File: src/rtl/serial_subtractor_if.sv
// Request/response bundle for serial_subtractor: operand request port plus result response port.
// Purely wiring; no latency of its own.
// Optional ovf wire exists only when SERIAL_SUB_OVF_EN is defined.
interface serial_subtractor_if #(
    parameter int WIDTH = 4
);
    logic             start_valid;
    logic             start_ready;
    logic [WIDTH-1:0] a;
    logic [WIDTH-1:0] b;
    logic             bin;
    logic [WIDTH-1:0] diff;
    logic             bout;
    logic             done_valid;
    logic             done_ready;
`ifdef SERIAL_SUB_OVF_EN
    logic             ovf;
`endif

    // Requester / result consumer side
    modport master (
        output start_valid, a, b, bin, done_ready,
`ifdef SERIAL_SUB_OVF_EN
        input  ovf,
`endif
        input  start_ready, diff, bout, done_valid
    );

    // Subtractor side
    modport slave (
        input  start_valid, a, b, bin, done_ready,
`ifdef SERIAL_SUB_OVF_EN
        output ovf,
`endif
        output start_ready, diff, bout, done_valid
    );
endinterface

File: src/rtl/serial_subtractor.sv
// Bit-serial a - b - bin, LSB first, one full-subtractor cell; SERIAL_SUB_OVF_EN adds signed overflow output.
// Latency: WIDTH cycles from request acceptance to done_valid; issue interval WIDTH+2 cycles.
// Backpressure: result held in DONE until done_ready; start_ready only in IDLE, so requests stall meanwhile.
module serial_subtractor #(
    parameter int WIDTH = 4
) (
    input  logic                clk,
    input  logic                rst_n,
    serial_subtractor_if.slave  bus
);
    localparam int CW = $clog2(WIDTH);

    typedef enum logic [1:0] {
        IDLE = 2'd0,
        BUSY = 2'd1,
        DONE = 2'd2
    } state_t;

    state_t           state_q, state_d;
    logic [WIDTH-1:0] a_sh_q, a_sh_d;
    logic [WIDTH-1:0] b_sh_q, b_sh_d;
    logic [WIDTH-1:0] res_q, res_d;
    logic             br_q, br_d;
    logic [CW-1:0]    cnt_q, cnt_d;
    logic [WIDTH-1:0] diff_q, diff_d;
    logic             bout_q, bout_d;
`ifdef SERIAL_SUB_OVF_EN
    logic             ovf_q, ovf_d;
`endif

    logic x, y, d_bit, br_nxt;

    // Full-subtractor cell working on the current operand LSBs
    always_comb begin
        x      = a_sh_q[0];
        y      = b_sh_q[0];
        d_bit  = x ^ y ^ br_q;
        br_nxt = (~x & y) | (~(x ^ y) & br_q);
    end

    // Next-state and datapath control; results only move on the BUSY->DONE step
    always_comb begin
        state_d = state_q;
        a_sh_d  = a_sh_q;
        b_sh_d  = b_sh_q;
        res_d   = res_q;
        br_d    = br_q;
        cnt_d   = cnt_q;
        diff_d  = diff_q;
        bout_d  = bout_q;
`ifdef SERIAL_SUB_OVF_EN
        ovf_d   = ovf_q;
`endif
        case (state_q)
            IDLE: begin
                if (bus.start_valid) begin
                    a_sh_d  = bus.a;
                    b_sh_d  = bus.b;
                    br_d    = bus.bin;
                    cnt_d   = '0;
                    state_d = BUSY;
                end
            end
            BUSY: begin
                a_sh_d = a_sh_q >> 1;
                b_sh_d = b_sh_q >> 1;
                res_d  = {d_bit, res_q[WIDTH-1:1]};
                br_d   = br_nxt;
                if (cnt_q == CW'(WIDTH - 1)) begin
                    // Counter left as-is so it never wraps on power-of-two widths
                    diff_d  = {d_bit, res_q[WIDTH-1:1]};
                    bout_d  = br_nxt;
`ifdef SERIAL_SUB_OVF_EN
                    // br_q is the borrow into the MSB, br_nxt the borrow out of it
                    ovf_d   = br_q ^ br_nxt;
`endif
                    state_d = DONE;
                end else begin
                    cnt_d = cnt_q + 1'b1;
                end
            end
            DONE: begin
                if (bus.done_ready) begin
                    state_d = IDLE;
                end
            end
            default: state_d = IDLE;
        endcase
    end

    // State and datapath registers; reset discards any partial result
    always_ff @(posedge clk or negedge rst_n) begin
        if (!rst_n) begin
            state_q <= IDLE;
            a_sh_q  <= '0;
            b_sh_q  <= '0;
            res_q   <= '0;
            br_q    <= 1'b0;
            cnt_q   <= '0;
            diff_q  <= '0;
            bout_q  <= 1'b0;
`ifdef SERIAL_SUB_OVF_EN
            ovf_q   <= 1'b0;
`endif
        end else begin
            state_q <= state_d;
            a_sh_q  <= a_sh_d;
            b_sh_q  <= b_sh_d;
            res_q   <= res_d;
            br_q    <= br_d;
            cnt_q   <= cnt_d;
            diff_q  <= diff_d;
            bout_q  <= bout_d;
`ifdef SERIAL_SUB_OVF_EN
            ovf_q   <= ovf_d;
`endif
        end
    end

    assign bus.start_ready = (state_q == IDLE);
    assign bus.done_valid  = (state_q == DONE);
    assign bus.diff        = diff_q;
    assign bus.bout        = bout_q;
`ifdef SERIAL_SUB_OVF_EN
    assign bus.ovf         = ovf_q;
`endif

endmodule

File: src/flat_wrapper.sv
// flat-port wrapper written by rule: the top's interface ports become plain ports
module serial_subtractor_flat 
#(
    parameter int WIDTH = 4
)
  (clk, rst_n, bus_start_valid, bus_a, bus_b, bus_bin, bus_done_ready, bus_start_ready, bus_diff, bus_bout, bus_done_valid);
  serial_subtractor_if #(.WIDTH(WIDTH)) bus_i ();
  input  logic clk;
  input  logic rst_n;
  input wire logic [$bits(bus_i.start_valid)-1:0] bus_start_valid;
  input wire logic [$bits(bus_i.a)-1:0] bus_a;
  input wire logic [$bits(bus_i.b)-1:0] bus_b;
  input wire logic [$bits(bus_i.bin)-1:0] bus_bin;
  input wire logic [$bits(bus_i.done_ready)-1:0] bus_done_ready;
  output wire logic [$bits(bus_i.start_ready)-1:0] bus_start_ready;
  output wire logic [$bits(bus_i.diff)-1:0] bus_diff;
  output wire logic [$bits(bus_i.bout)-1:0] bus_bout;
  output wire logic [$bits(bus_i.done_valid)-1:0] bus_done_valid;
  assign bus_i.start_valid = bus_start_valid;
  assign bus_i.a = bus_a;
  assign bus_i.b = bus_b;
  assign bus_i.bin = bus_bin;
  assign bus_i.done_ready = bus_done_ready;
  assign bus_start_ready = bus_i.start_ready;
  assign bus_diff = bus_i.diff;
  assign bus_bout = bus_i.bout;
  assign bus_done_valid = bus_i.done_valid;
  serial_subtractor #(.WIDTH(WIDTH)) u_core (.clk(clk), .rst_n(rst_n), .bus(bus_i));
endmodule
File: config.mk
export PLATFORM = sky130hd
export DESIGN_NAME = serial_subtractor_flat
export DESIGN_NICKNAME = d
export VERILOG_FILES = /design/src/rtl/serial_subtractor_if.sv /design/src/rtl/serial_subtractor.sv /design/src/flat_wrapper.sv
export SDC_FILE = /design/constraint.sdc
export NUM_CORES = 1
export LEC_CHECK = 0
export ABC_AREA = 1
export BUFFER_PORTS_ARGS = -buffer_cell sky130_fd_sc_hd__buf_2
export CAP_MARGIN = 20
export CORE_MARGIN = 3
export CORE_UTILIZATION = 45
export CTS_CLUSTER_SIZE = 40
export DETAILED_ROUTE_END_ITERATION = 8
export GPL_TIMING_DRIVEN = 0
export PLACE_DENSITY = 0.78
export RECOVER_POWER = 100
export SYNTH_ARGS = -nofsm -noshare
export SYNTH_HDL_FRONTEND = slang
export SYNTH_SLANG_ARGS = --single-unit
File: constraint.sdc
create_clock -name clk -period 1.61 [get_ports clk]
set_input_delay 0.0805 -clock clk [delete_from_list [all_inputs] [get_ports clk]]
set_output_delay 0.0805 -clock clk [all_outputs]
set_load 0.02 [all_outputs]
==> run_results.csv, run 1 <==
group,metric,value,unit
timing,rsz0062_at_grt,"no",
timing,min_period,1.40,ns
run,maxCapViolations,0,
timing,slew_headroom,26.6,%
clock_network,path_clk_slew,0.11,ns
finish,areaGrowthSynthToFinish,16.0,%
finish,nets,163,
clock_network,root_buffer,"clkbuf_4",
placement,hpwl,1.31,mm
finish,final_common_cell,"nand2_1",
routing,drt_iter0_drc,16,
finish,n_antenna_cell,0,
routing,routed_via_density,4.76,
synthesis,synth_compound_area_share,5.88,%
floorplanning,ios,20,
synthesis,synthMuxAreaShare,0,%
synthesis,synth_fp_nets,135,
worst_setup_path,path_class,"flip-flop to primary output",
global_route,grt_overflow,0,
routing,drt-pass1-iter-count,4,
synthesis,synth_top_family_by_area,"simple AND/OR/NAND/NOR gates",
worst_setup_path,cp_slowest_cell,"dfrtp_1",
timing,hold_viol_final,0,
global_route,grtUsageTotal,15.4,%
synthesis,yosys.area.top_type,"dfrtp_1",
floorplanning,row_count,16,
clock_network,worstSkewPairLatency,0.30,ns
worst_setup_path,endpoint_kind,"primary output",
synthesis,synth_xor_area_share,0,%
routing,wl_per_cell,10.5,microns
synthesis,ys_seq_area_share,52.5,%
floorplanning,initial_utilization,49.0,%
power,vdd_drop_max,1.02,mV
finish,drive_above_1_share,12.9,%
clock_network,holdBufCountCts,4,
floorplanning,dieWidth,53.2,microns
finish,mostFrequentLayoutCells,"59 x nand2_1, 21 x dfrtp_1, 12 x inv_1",
global_route,grt_max_degree,22,
worst_setup_path,required,1.53,ns
min_path,hold_path.class,"input pin to flip-flop",
worst_setup_path,path_delay_family,"buffers and inverters",
timing,max_freq,716,MHz
routing,post-route-drc-count,0,
clock_network,tritoncts,"built",
synthesis,synthTopCellsByArea,"dfrtp_1 53%, nand2_1 21%, nand3_1 5.0%",
timing,skew,0.00317,ns
global_route,first_global_vias,722,
synthesis,ys_seq_elements,21,
synthesis,ys_types,17,
synthesis,synth-adder-area-share,3.25,%
worst_setup_path,startpoint_type,"flip-flop",
worst_setup_path,crit_chain,"buf_4 > nor2_1 > clkbuf_1",
worst_setup_path,crit_fanout,10,
clock_network,post_cts_buffers,0,
routing,vias,828,
synthesis,avgSynthCellArea,8.34,sq um
power,p_leak,0.000650,uW
timing,fin_tns_setup,0,ns
routing,wirelength,1.82,mm
synthesis,synth_top_area_share,52.5,%
placement,place_congestion,0.738,
clock_network,cts_buffers,3,
synthesis,postSynthCellCount,120,
clock_network,cts_resized,0,
worst_setup_path,crit_arrival,1.32,ns
worst_setup_path,path_buf_inv,2,
timing,tightest_slew,1.10,ns
timing,timing.final.crit_share,86.8,%
timing,drv_slew,0,
power,cellPowerDensity,1930,nW/um^2
status,outcome,"finished, final reports clean",
synthesis,synth_simple_gate_area_share,30.0,%
floorplanning,die_h,53.2,microns
floorplanning,coreArea,2040,sq um
routing,ant_nets,0,
synthesis,yosysWarnings,0,
placement,port_buffers,19,
clock_network,clockBufferDepth,2,
clock_network,htreeDepth,1,
global_route,grt_pass1_wl,3.08,mm
global_route,antenna_found_initial,0,
worst_setup_path,cpPeakStageDelay,0.43,ns
timing,setup_violations,0,
synthesis,syn-cell-area,1000,sq um
clock_network,cts_sinks,21,
power,p_total,2240,uW
floorplanning,dieArea,2830,sq um
## power by group
group          leakage [uW]  total, uW  switching (uW)  internal (uW)
combinational      0.000368       1080             700            384
sequential         0.000266        903             137            767
clock             0.0000150        254             157           96.7
## path summary, 6_finish.rpt
kind	startpoint	endpoint	slack [ns]	cells past startpoint
min in group asynchronous	rst_n	u_core.cnt_q[1]$_DFFE_PN0P_	0.49	2
min	bus_b[1]	u_core.b_sh_q[1]$_DFFE_PN0P_	0.05	5
min reg2reg	u_core.bus.diff[0]$_DFFE_PN0P_	u_core.bus.diff[0]$_DFFE_PN0P_	0.48	2
max	u_core.state_q[0]$_DFFE_PN0P_	bus_start_ready	0.21	3
max reg2reg	u_core.b_sh_q[0]$_DFFE_PN0P_	u_core.bus.diff[3]$_DFFE_PN0P_	0.38	4
max in group asynchronous	rst_n	u_core.res_q[2]$_DFFE_PN0N_	0.47	2
## tightest hold or removal path, delay by kind of cell
kind | cells | cell delay, ns
buffers and inverters | 1 | 0.07
and+or+nand+nor | 4 | 0.17
## logic make-up (layout without fill, tap and decap cells)
logic type,after synthesis,in the layout
buffers and inverters,16,43
adders and majority gates,2,2
AOI/OAI and AO/OA,9,9
and+or+nand+nor,72,72
DFF,21,21
## cells in the mapped netlist (all sizes together)
| cell type | number |
|---|---|
| nand2 | 59 |
| nand3 | 10 |
| o21ai | 8 |
| dfrtp | 21 |
| fa | 1 |
| buf | 3 |
| inv | 13 |
| o31ai | 1 |
| nor2 | 3 |
| ha | 1 |
## cell type report
cell class | count | area (sq um)
fillers | 214 | 881
flip-flops and latches | 21 | 526
multi-input cells | 83 | 367
repair buffers | 23 | 125
inverters | 13 | 53.8
well taps | 27 | 33.8
plain buffers | 3 | 30.0
clock buffers | 4 | 26.3
## sequential cells by signal, indices dropped and copies added, names as in the netlist
register / cells
u_core.a_sh_q: 4
u_core.b_sh_q: 4
u_core.bus.diff: 4
u_core.res_q: 3
u_core.cnt_q: 2
u_core.state_q: 2
u_core.br_q: 1
u_core.bus.bout: 1
## routing by layer
| metal | track usage [%] | share of wire (%) |
|---|---|---|
| met3 | 3.38 | 5.7 |
| met1 | 19.6 | 48 |
| met5 | 0 | 0 |
| met2 | 25.0 | 45 |
| met4 | 6.38 | 1.9 |
## per-stage QoR
stage | setup slack (ns) | hold slack, ns | cell area, sq um | utilization [%] | std cells
6_report | 0.213 | 0.0473 | 1160 | 56.9 | 174
5_1_grt | 0.130 | 0.0613 | 1160 | 56.9 | 174
4_1_cts | 0.265 | 0.0526 | 1200 | 58.6 | 174
3_5_place_dp | 0.404 | 0.0565 | 1130 | 55.3 | 166
3_3_place_gp | 0.435 | 0.0574 | 1130 | 55.3 | 166
2_1_floorplan | 0.469 | -0.215 | 1000 | - | 120
Note: power is estimated with default switching activity, not from simulation.
==> inputs of run 2 (changes only) <==
--- a/config.mk
+++ b/config.mk
@@ -10,6 +10,7 @@
 export CAP_MARGIN = 20
 export CORE_MARGIN = 3
 export CORE_UTILIZATION = 45
+export CTS_BUF_LIST = sky130_fd_sc_hd__clkbuf_16
 export CTS_CLUSTER_SIZE = 40
 export DETAILED_ROUTE_END_ITERATION = 8
 export GPL_TIMING_DRIVEN = 0
==> run 2 against run 1 <==
Net effect: register-to-register slack got worse by 0.02 ns; first-iteration DRC count up 13%; design area is 1.9% higher; sequential share of layout area fell by 0.86 points; sequential power up 0.8%; wire length is 4.3% higher; non-clock buffer count is 3 lower; fmax rose by 5.6%; die area unchanged; core utilization up 1.1 points; count of clock-buffer cells in the layout shrank 1; clock power up 100%.
==> run_results.csv, run 2 (synthesis results as in run 1) <==
group,metric,value,unit
worst_setup_path,worst-r2r-cell-count,7,
floorplanning,ios,20,
placement,place_area,1130,sq um
clock_network,cts_resized,0,
worst_setup_path,crit_arrival,1.24,ns
timing,setup_violations,0,
clock_network,post_cts_buffers,0,
finish,fin_util,58.0,%
worst_setup_path,critPathCapture,"bus_start_ready",
floorplanning,die_h,53.2,microns
timing,fin_tns_setup,0,ns
timing,slew_headroom,26.5,%
worst_setup_path,ff2ff_setup_slack,0.36,ns
clock_network,cts_sinks,21,
run,maxCapViolations,0,
min_path,hp-start,"bus_done_ready",
power,swShare,41.1,%
clock_network,cts_buffers,3,
worst_setup_path,crit_fanout,10,
clock_network,worstSkewPairLatency,0.25,ns
clock_network,clockBufferDepth,2,
routing,ant_nets,0,
clock_network,tritoncts,"built",
routing,drt-pass1-iter-count,4,
timing,drv_slew,0,
power,power_frac_clock,20.3,%
clock_network,path_clk_slew,0.05,ns
floorplanning,dieArea,2830,sq um
worst_setup_path,path_class,"flip-flop to primary output",
clock_network,root_buffer,"clkbuf_16",
global_route,grt_overflow,0,
global_route,first_global_vias,715,
routing,vias,796,
floorplanning,coreArea,2040,sq um
timing,skew,0.00273,ns
global_route,grt_pass1_wl,3.18,mm
finish,mostFrequentLayoutCells,"59 x nand2_1, 21 x dfrtp_1, 13 x inv_1",
min_path,hold_path.class,"input pin to flip-flop",
finish,nets,160,
global_route,grtUsageTotal,15.7,%
timing,hold_viol_final,0,
clock_network,htreeDepth,1,
finish,final_common_cell,"nand2_1",
timing,min_period,1.32,ns
worst_setup_path,rr_endpoint,"u_core.br_q$_DFFE_PN0P_",
timing,tightest_slew,1.10,ns
global_route,antenna_found_initial,0,
finish,stdcell_area,1180,sq um
power,cellPowerDensity,2120,nW/um^2
worst_setup_path,timing.rr.start,"u_core.b_sh_q[0]$_DFFE_PN0P_",
finish,drive_above_1_share,13.2,%
power,switching_power,1030,uW
worst_setup_path,endpoint_kind,"primary output",
worst_setup_path,required,1.53,ns
timing,timing.final.crit_share,82.2,%
finish,multiInputGateArea,367,sq um
routing,post-route-drc-count,0,
routing,routed_via_density,4.65,
finish,fill_cells,213,
finish,n_antenna_cell,0,
power,p_total,2510,uW
placement,place_congestion,0.738,
finish,areaGrowthSynthToFinish,18.3,%
power,p_leak,0.000665,uW
finish,regArea,526,sq um
floorplanning,row_count,16,
timing,max_freq,756,MHz
worst_setup_path,startpoint_type,"flip-flop",
timing,rsz0062_at_grt,"no",
global_route,grt_max_degree,22,
placement,hpwl,1.31,mm
floorplanning,dieWidth,53.2,microns
power,combPwrFrac,43.5,%
power,vdd_drop_max,1.13,mV
worst_setup_path,crit_path_start,"u_core.state_q[0]$_DFFE_PN0P_",
power,p_int,1480,uW
status,outcome,"finished, final reports clean",
placement,port_buffers,19,
routing,drt_iter0_drc,18,
routing,wl_per_cell,11.1,microns
power,p_seq_share,36.2,%
routing,wirelength,1.90,mm
floorplanning,initial_utilization,49.0,%
min_path,whs_path_depth,2,
[run 2: cell count changes in the layout (fill, tap and decap cells not counted), sizes merged]
cell	delta
dlygate4sd3	-3
inv	+1
clkbuf	-1
[run 2: worst min path at each step]
stage	slack, ns	endpoint
CTS	0.02	u_core.state_q[1]$_DFFE_PN0P_
finish	0.02	u_core.state_q[1]$_DFFE_PN0P_
global placement	0.06	u_core.cnt_q[0]$_DFFE_PN0P_
global route	0.02	u_core.state_q[1]$_DFFE_PN0P_
detailed placement	0.06	u_core.cnt_q[1]$_DFFE_PN0P_
floorplan	-0.22	u_core.a_sh_q[0]$_DFFE_PN0P_
[run 2: metal layers]
metal  global-route usage, %  vias up  wire [microns]
met5                       0        -               0
met4                    3.83        0              14
met3                    3.38        4              92
met2                    25.4       16             877
met1                    21.4      363             918
li1                        -      413               -
[run 2: area by class of cell]
type	count	share of cell area, %
clock inverters	1	0.317
flip-flops and latches	21	44.4
clock buffers	3	6.34
inverters	13	4.55
plain buffers	3	2.54
multi-input cells	83	31.0
repair buffers	20	8.03
well taps	27	2.85
[run 2: timing repair]
item,CTS,global route
endpoints found under the hold margin,21,0
hold buffers,1,0
endpoints found under the setup margin,0,0
[run 2: stage by stage]
stage	hold slack, ns	cells	worst slack [ns]
global placement	0.0574	166	0.435
detailed placement	0.0565	166	0.404
CTS	0.0234	171	0.342
finish	0.0189	171	0.286
global route	0.0207	171	0.147
floorplan	-0.215	120	0.469
[run 2: power by group through the flow]
stage / clock, uW / combinational (uW) / sequential [uW]
after floorplan: 0 / 835 / 968
after detailed placement: 0 / 1170 / 927
after global routing: 545 / 1270 / 937
after global placement: 0 / 1130 / 915
after CTS: 516 / 1190 / 922
final: 511 / 1090 / 910
[run 2: worst max-delay path: stages, from the launching register on]
cell,delay [ns]
dfrtp_1,0.42
buf_4,0.19
nor2_1,0.14
clkbuf_1,0.25
